$ cat config.mk
export PLATFORM = sky130hd
export DESIGN_NAME = mac_array_acc
export DESIGN_NICKNAME = d
export VERILOG_FILES = /design/src/rtl/mac_pkg.sv /design/src/rtl/mac_lane_mult.sv /design/src/rtl/mac_array_acc.sv
export SDC_FILE = /design/constraint.sdc
export NUM_CORES = 1
export LEC_CHECK = 0
export BUFFER_PORTS_ARGS = -buffer_cell sky130_fd_sc_hd__clkbuf_2
export CELL_PAD_IN_SITES_DETAIL_PLACEMENT = 1
export CELL_PAD_IN_SITES_GLOBAL_PLACEMENT = 2
export CORE_AREA = 2 2 151 153
export CTS_BUF_LIST = sky130_fd_sc_hd__clkbuf_4 sky130_fd_sc_hd__clkbuf_8
export DETAILED_ROUTE_END_ITERATION = 8
export DIE_AREA = 0 0 153 155
export PLACE_DENSITY_LB_ADDON = 0.1
export SLEW_MARGIN = 20
export SYNTH_ARGS = -nofsm -noshare
export SYNTH_HDL_FRONTEND = slang
export SYNTH_HIERARCHICAL = 1
export SYNTH_SLANG_ARGS = --single-unit
$ cat constraint.sdc
create_clock -name clk -period 8.2 [get_ports clk]
set_input_delay 0.41 -clock clk [delete_from_list [all_inputs] [get_ports clk]]
set_output_delay 0.41 -clock clk [all_outputs]
set_load 0.02 [all_outputs]
$ cat src/rtl/mac_pkg.sv
// Shared defaults and the signed width-reduction helper for the MAC array.
package mac_pkg;

  localparam int LANES_DEF   = 4;
  localparam int BW_DEF      = 4;
  localparam int PSUM_BW_DEF = 16;

  // Reduce v to a signed w-bit range, returned sign-extended to 64 bits.
  // Any difference between input and result means the value did not fit.
  function automatic logic signed [63:0] sat_clamp(input logic signed [63:0] v,
                                                   input int w,
                                                   input logic sat);
    logic signed [63:0] hi;
    logic signed [63:0] lo;
    logic signed [63:0] res;
    hi  = (64'sd1 <<< (w - 1)) - 64'sd1;
    lo  = -hi - 64'sd1;
    res = (v <<< (64 - w)) >>> (64 - w);
    if (sat && (v > hi)) begin
      res = hi;
    end else if (sat && (v < lo)) begin
      res = lo;
    end
    return res;
  endfunction

endpackage

$ cat src/rtl/mac_lane_mult.sv
// One multiply lane: mode-dependent activation extension and a registered
// exact signed product of width 2*BW+1.
module mac_lane_mult
  import mac_pkg::*;
#(
  parameter int BW = BW_DEF
) (
  input  logic                clk,
  input  logic                reset,
  input  logic                en_i,
  input  logic                act_signed_i,
  input  logic [BW-1:0]       a_i,
  input  logic [BW-1:0]       b_i,
  output logic signed [2*BW:0] prod_o
);

  logic signed [2*BW:0] a_ext;
  logic signed [2*BW:0] b_ext;
  logic signed [2*BW:0] prod_d;
  logic signed [2*BW:0] prod_q;

  assign a_ext  = {{(BW+1){act_signed_i & a_i[BW-1]}}, a_i};
  assign b_ext  = {{(BW+1){b_i[BW-1]}}, b_i};
  // |a| <= 2^BW and |b| <= 2^(BW-1), so the product always fits exactly.
  assign prod_d = a_ext * b_ext;

  always_ff @(posedge clk or posedge reset) begin
    if (reset) begin
      prod_q <= '0;
    end else if (en_i) begin
      prod_q <= prod_d;
    end
  end

  assign prod_o = prod_q;

endmodule

$ cat src/rtl/mac_array_acc.sv
// N-lane dot-product engine: registered lane products, then adder tree plus
// framed accumulation with optional saturation and a sticky overflow flag.
module mac_array_acc
  import mac_pkg::*;
#(
  parameter int LANES   = LANES_DEF,
  parameter int bw      = BW_DEF,
  parameter int psum_bw = PSUM_BW_DEF,
  parameter bit SAT     = 1'b0
) (
  input  logic                  clk,
  input  logic                  reset,
  input  logic                  in_valid,
  input  logic                  in_first,
  input  logic                  in_last,
  input  logic                  act_signed,
  input  logic [LANES*bw-1:0]   a,
  input  logic [LANES*bw-1:0]   b,
  input  logic [psum_bw-1:0]    c_in,
  output logic [psum_bw-1:0]    out,
  output logic                  out_valid,
  output logic                  out_ovf,
  output logic                  busy
);

  localparam int PW  = 2*bw + 1;
  localparam int LOG = $clog2(LANES);
  localparam int SW  = PW + LOG;

  logic signed [PW-1:0] prod [LANES];
  logic signed [SW-1:0] tree_sum;

  logic                      s1_valid_q, s1_valid_d;
  logic                      s1_first_q, s1_first_d;
  logic                      s1_last_q,  s1_last_d;
  logic signed [psum_bw-1:0] s1_cin_q,   s1_cin_d;
  logic                      open_q,     open_d;
  logic signed [psum_bw-1:0] acc_q,      acc_d;
  logic                      ovf_q,      ovf_d;
  logic        [psum_bw-1:0] out_q,      out_d;
  logic                      out_ovf_q,  out_ovf_d;
  logic                      out_valid_q, out_valid_d;

  logic signed [63:0] base_ext;
  logic signed [63:0] acc_wide;
  logic signed [63:0] acc_red;
  logic               beat_ovf;

  genvar gi, gj;

  generate
    for (gi = 0; gi < LANES; gi++) begin : g_lane
      mac_lane_mult #(.BW(bw)) u_lane (
        .clk          (clk),
        .reset        (reset),
        .en_i         (in_valid),
        .act_signed_i (act_signed),
        .a_i          (a[gi*bw +: bw]),
        .b_i          (b[gi*bw +: bw]),
        .prod_o       (prod[gi])
      );
    end

    // Pairwise tree; level gi holds LANES>>gi partial sums.
    for (gi = 0; gi <= LOG; gi++) begin : g_lvl
      logic signed [SW-1:0] node [LANES >> gi];
      for (gj = 0; gj < (LANES >> gi); gj++) begin : g_node
        if (gi == 0) begin : g_leaf
          assign node[gj] = SW'(prod[gj]);
        end else begin : g_sum
          assign node[gj] = g_lvl[gi-1].node[2*gj] + g_lvl[gi-1].node[2*gj+1];
        end
      end
    end
  endgenerate

  assign tree_sum = g_lvl[LOG].node[0];

  always_comb begin
    s1_valid_d = in_valid;
    s1_first_d = s1_first_q;
    s1_last_d  = s1_last_q;
    s1_cin_d   = s1_cin_q;
    open_d     = open_q;
    if (in_valid) begin
      s1_first_d = in_first;
      s1_last_d  = in_last;
      s1_cin_d   = c_in;
      if (in_last) begin
        open_d = 1'b0;
      end else if (in_first) begin
        open_d = 1'b1;
      end
    end
  end

  always_comb begin
    base_ext    = s1_first_q ? 64'(s1_cin_q) : 64'(acc_q);
    acc_wide    = base_ext + 64'(tree_sum);
    acc_red     = sat_clamp(acc_wide, psum_bw, SAT);
    beat_ovf    = (acc_red != acc_wide);
    acc_d       = acc_q;
    ovf_d       = ovf_q;
    out_d       = out_q;
    out_ovf_d   = out_ovf_q;
    out_valid_d = 1'b0;
    if (s1_valid_q) begin
      acc_d = acc_red[psum_bw-1:0];
      ovf_d = (s1_first_q ? 1'b0 : ovf_q) | beat_ovf;
      if (s1_last_q) begin
        out_d       = acc_red[psum_bw-1:0];
        out_ovf_d   = ovf_d;
        out_valid_d = 1'b1;
      end
    end
  end

  always_ff @(posedge clk or posedge reset) begin
    if (reset) begin
      s1_valid_q  <= 1'b0;
      s1_first_q  <= 1'b0;
      s1_last_q   <= 1'b0;
      s1_cin_q    <= '0;
      open_q      <= 1'b0;
      acc_q       <= '0;
      ovf_q       <= 1'b0;
      out_q       <= '0;
      out_ovf_q   <= 1'b0;
      out_valid_q <= 1'b0;
    end else begin
      s1_valid_q  <= s1_valid_d;
      s1_first_q  <= s1_first_d;
      s1_last_q   <= s1_last_d;
      s1_cin_q    <= s1_cin_d;
      open_q      <= open_d;
      acc_q       <= acc_d;
      ovf_q       <= ovf_d;
      out_q       <= out_d;
      out_ovf_q   <= out_ovf_d;
      out_valid_q <= out_valid_d;
    end
  end

  assign out       = out_q;
  assign out_valid = out_valid_q;
  assign out_ovf   = out_ovf_q;
  assign busy      = open_q | s1_valid_q | out_valid_q;

endmodule

==> Word-level counts from Yosys, hierarchy flattened <==
Index checks and enable logic that the tools add are counted.
{ "totals": {"register_bits": 91, "latch_bits": 0, "mem_bits_rw": 0, "mem_bits_ro": 0, "inputBits": 54, "n_memories": 0} }
{ "classes": {"addsub": 4, "mul": 4, "n_div": 0, "magnitude_cmp": 0, "eq_ne": 1, "n_shift": 0, "n_mux": 6, "n_bitwise": 7, "reduce_logical": 3} }
{ "ops": {"columns": ["cell", "count"], "rows": [
  ["64-bit by 11-bit adder with 64-bit output", 1],
  ["64-bit two-way mux", 1],
  ["1-bit by 48-bit inequality test with 1-bit output", 1],
  ["5-bit by 4-bit multiplier with 9-bit output", 4],
  ["9-bit by 9-bit adder with 10-bit output", 2],
  ["10-bit by 10-bit adder with 11-bit output", 1],
  ["1-bit two-way mux", 5],
  ["1-bit AND", 4],
  ["2-bit AND reduction", 2],
  ["1-bit bitwise OR", 3],
  ["2-bit nonzero test", 1]
]} }

==> Depth between registers and ports, before layout <==
{ "depth": {"word_depth": 5, "mapped_depth": 25, "ltp_nobuf": 22} }

==> Modules after synthesis <==
Netlist, hierarchy kept.
{ "by_module_without_submodules": {"columns": ["mod", "n_inst", "cells_each", "area_per_inst_um2", "seq_area_each_um2"], "rows": [
  ["mac_array_acc", 1, 471, 5109.9, 1376.3],
  ["mac_lane_mult", 4, 97, 1016.0, 225.2]
]} }

==> Worst setup path after synthesis <==
No wires, ideal clock.
{ "synth_timing": {"path_type": "reg2reg", "startpoint": "reg s1_first_q", "endpoint": "reg out_ovf_q (netlist: out_ovf)", "t_arrival_ps": 5932, "required_time_ps": 8078, "setup_slack_ps": 2146, "path_stages_with_launch": 23, "path_buffers": 3, "synth_period_minus_slack_ps": 6054, "cell_sequence": "dfrtp_1 -> clkbuf_1 -> clkbuf_1 -> mux2i_1 -> fa_1 -> inv_1 -> fa_1 -> fa_1 -> ha_1 -> buf_6 -> a2111oi_2 -> o21ai_1 -> a21oi_4 -> o21ai_0 -> a221o_2 -> a21o_1 -> fa_1 -> nor4_1 -> and4_1 -> o211ai_1 -> a211oi_1 -> a2bb2oi_2 -> a21oi_1"} }
{ "synth_via": {"elab_chain_cells": 4, "elab_cells_between_ends": 5} }
{ "synth_lines": {"columns": ["element", "line", "rtl"], "rows": [
  ["from (decl)", "mac_array_acc.sv:34", "logic s1_first_q, s1_first_d;"],
  ["from (signal assigned)", "mac_array_acc.sv:132", "s1_first_q <= s1_first_d;"],
  ["64-bit two-way mux", "mac_array_acc.sv:98", "base_ext = s1_first_q ? 64'(s1_cin_q) : 64'(acc_q);"],
  ["64-bit by 11-bit adder with 64-bit output", "mac_array_acc.sv:99", "acc_wide = base_ext + 64'(tree_sum);"],
  ["1-bit by 48-bit inequality test with 1-bit output", "mac_array_acc.sv:101", "beat_ovf = (acc_red != acc_wide);"],
  ["1-bit bitwise OR (*)", "mac_array_acc.sv:109", "ovf_d = (s1_first_q ? 1'b0 : ovf_q) | beat_ovf;"],
  ["to (signal assigned)", "mac_array_acc.sv:139", "out_ovf_q <= out_ovf_d;"],
  ["to (decl)", "mac_array_acc.sv:41", "logic out_ovf_q, out_ovf_d;"]
]} }
Mark *: on every way between the ends. The rest lies on a longest branch, timed or not.
A chain may end at the register's enable or synchronous reset.

==> Final worst setup path <==
{ "layout_timing": {"startpoint": "reg s1_first_q", "endpoint": "reg ovf_q"} }
{ "layout_via": {"elab_chain_cells": 4, "elab_cells_between_ends": 5} }
{ "layout_lines": {"columns": ["element", "line", "rtl"], "rows": [
  ["64-bit two-way mux", "mac_array_acc.sv:98", null],
  ["64-bit by 11-bit adder with 64-bit output", "mac_array_acc.sv:99", null],
  ["1-bit by 48-bit inequality test with 1-bit output", "mac_array_acc.sv:101", null],
  ["1-bit bitwise OR (*)", "mac_array_acc.sv:109", null],
  ["to (signal assigned)", "mac_array_acc.sv:137", "ovf_q <= ovf_d;"],
  ["to (decl)", "mac_array_acc.sv:39", "logic ovf_q, ovf_d;"]
]} }
Marked as above.

==> flow_summary.toml <==
[timing]
finalHoldViolCount = 0
fmax_mhz = 147
setup_tns_ns = 0
relSlewSlack = 0.308
slew_violations = 0
tightest_slew_ns = 1.04
fin_skew_ns = 0.0136
rsz0062_at_grt = "false"
layout_min_cycle_time_ns = 6.78
finalSetupViolCount = 0
fin_crit_sh = 0.827

[clock_tree]
clock_latency_ns = 0.38
cts_made_buffers = 9
cts_tree = "yes"
cts.reportedPaths.clkPinSlew_ns = 0.10
h-tree-depth = 3
cts_resized = 0
cts.path.max_buffers = 2
cts_sinks = 91
ctsHoldBuffers = 0
cts-root-buf = "clkbuf_8"
cts_setup_buffers = 0

[critical_path]
worstPathCellList = "mux2_2 -> fa_1 -> inv_1 -> fa_1 -> fa_1 -> inv_1 -> ha_1 -> fa_1 -> a21oi_1 -> nand4b_1 -> a21oi_1 -> o211ai_1 -> nand2_1 -> fa_1 -> nor4_1 -> and4_1 -> o211ai_1 -> a211oi_1 -> a2bb2oi_2 -> a21oi_1"
worstSetupEndpoint = "ovf_q"
rrSetupSlack_ns = 1.42
cp.required_ns = 8.43
cp_slowest_cell = "dfrtp_1"
critPathTopFamily = "adder cells"
critPathMaxFanout = 18
crit_path_end_kind = "flop"
cp_common_cell = "fa_1"
crit_start = "s1_first_q"
rr_endpoint = "ovf_q"
max_stage_delay_ns = 1.04
cp.depth = 20
path_buf_inv = 2
reg2regPathDepth = 20
critPathLaunchType = "flop"
crit_arrival_ns = 7.01
reg2reg_from = "s1_first_q"
path_class = "flop to flop"

[yosys]
synth_area_sq_mm = 0.00917
ys_types = 62
synthArstFlopShare = 1.00
seq_area_frac_synth = 0.248
synth-seq-cells = 91
synthFlopType = "dfrtp_1"
avgSynthCellArea_sq_um = 10.7
syn-num-nets = 1097
ys.warnings.count = 6
synth_edf_count = 0
syn_inst = 859

[routing]
num_vias = 6320
via_per_inst = 5.20
drt_iter0_markers = 194
drc = 0
first_pass_iters = 4
wirelength_met1_mm = 10.3
routed_wl_mm = 21.4
ant_nets = 0
wl_met3_microns = 380
top_layer_used = "met4"
wl_per_cell_microns = 17.6
route.met2.wl_mm = 10.4

[finish]
antennaDiodeCount = 0
nNetsFinal = 1163
syn_to_final_growth_pct = 8.91
fin_cells = 1215
layout_commonest_cell = "inv_1"
drive_above_1_share = 0.214
final_cell_mix = "inv_1 (136), fa_1 (108), dfrtp_1 (91)"
nFillCells = 2519

[global_route]
track_usage = 0.190
grt_max_degree = 78
gr-total-overflow = 0
grt_pass1_vias = 7002
grt_pass1_wl_mm = 36.0
antenna_found_initial = 0

[placement]
port_buffers = 72
dp_cells = 1199
dp_hpwl_mm = 18.0
place_congestion = 0.834

[hold_path]
min_path_type = "primary input to async pin"

[die]
start_util = 0.413
io_pins = 73
core_sq_mm = 0.0222
rows = 55
die_w_microns = 153
die_h_microns = 155
die_area_sq_mm = 0.0237

[run_status]
status = "finished, final reports clean"

[flow_run]
cap_violations = 0
Yosys cell counts (9+ instances only):
| cell type | count | area, sq um |
|---|---|---|
| o221ai_1 | 9 | 78.8 |
| nand3_1 | 9 | 45.0 |
| dfrtp_1 | 91 | 2280 |
| fa_1 | 108 | 2160 |
| mux2i_1 | 14 | 140 |
| ha_1 | 76 | 951 |
| and2_1 | 21 | 131 |
| a21o_1 | 20 | 150 |
| nand4_1 | 14 | 87.6 |
| a21oi_1 | 28 | 140 |
| xnor2_1 | 23 | 201 |
| clkbuf_1 | 10 | 37.5 |
| mux2_2 | 67 | 754 |
| nand2_1 | 49 | 184 |
| nor2_1 | 30 | 113 |
| o21ai_0 | 27 | 135 |
| inv_1 | 137 | 514 |
| a211oi_1 | 11 | 82.6 |
per-stage QoR:
stage               area [sq um]  hold WS [ns]  worst slack, ns   util
global placement            9780         0.440             1.75  0.440
CTS                         9990        0.0287             1.47  0.449
finish                      9990        0.0428             1.42  0.449
global route                9990        0.0363             1.05  0.449
detailed placement          9780         0.457             1.48  0.440
floorplan                   9170         0.238             2.15      -
logic make-up after synthesis:
family | count (synthesis) | synth area share
adders and majority gates | 184 | 0.339
and+or+nand+nor | 174 | 0.101
buffers and inverters | 161 | 0.0723
AOI/OAI and AO/OA | 135 | 0.104
DFF | 91 | 0.248
muxes | 81 | 0.0975
xor gates and xnor gates | 33 | 0.0375
worst register-to-register path: cells and delay by family, from the launching register on:
family | cells | cell delay (ns)
mux | 1 | 0.45
buf+inv | 2 | 0.12
compound gates | 7 | 1.55
flops | 1 | 1.04
simple gates | 4 | 0.98
fa+ha+maj | 6 | 2.48
per-layer routing:
metal | global-route usage | vias to the layer above
met3 | 0.0223 | 28
met5 | 0 | -
li1 | - | 3021
met1 | 0.262 | 3194
met2 | 0.320 | 77
met4 | 0.0520 | 0
registers in the layout, summed over array words and instances (netlist names):
register and cells:
g_lane.u_lane/prod_o 36, acc_q 16, out 16, s1_cin_q 16, open_q 1, out_ovf 1, out_valid 1, ovf_q 1
s1_first_q 1, s1_last_q 1, s1_valid_q 1
cell type report:
class,instances,area (sq um),share of cell area
Sequential cell,91,2280,0.228
Clock inverter,5,58.8,0.00589
Timing Repair Buffer,74,375,0.0376
Clock buffer,11,151,0.0152
Tap cell,285,357,0.0357
Multi-Input combinational cell,607,6230,0.624
Inverter,142,538,0.0539
worst min path at each step:
stage / startpoint / cells past startpoint / to / slack [ns]
detailed placement: reset / 2 / out[2] / 0.46
finish: reset / 2 / out[1] / 0.04
CTS: reset / 2 / out[1] / 0.03
global route: reset / 2 / out[1] / 0.04
global placement: reset / 2 / out[2] / 0.44
floorplan: reset / 1 / g_lane[0].u_lane/prod_o[0] / 0.24
Power is not shown: default switching activity piles up to over one toggle a cycle in this logic, so the estimate is an artifact.
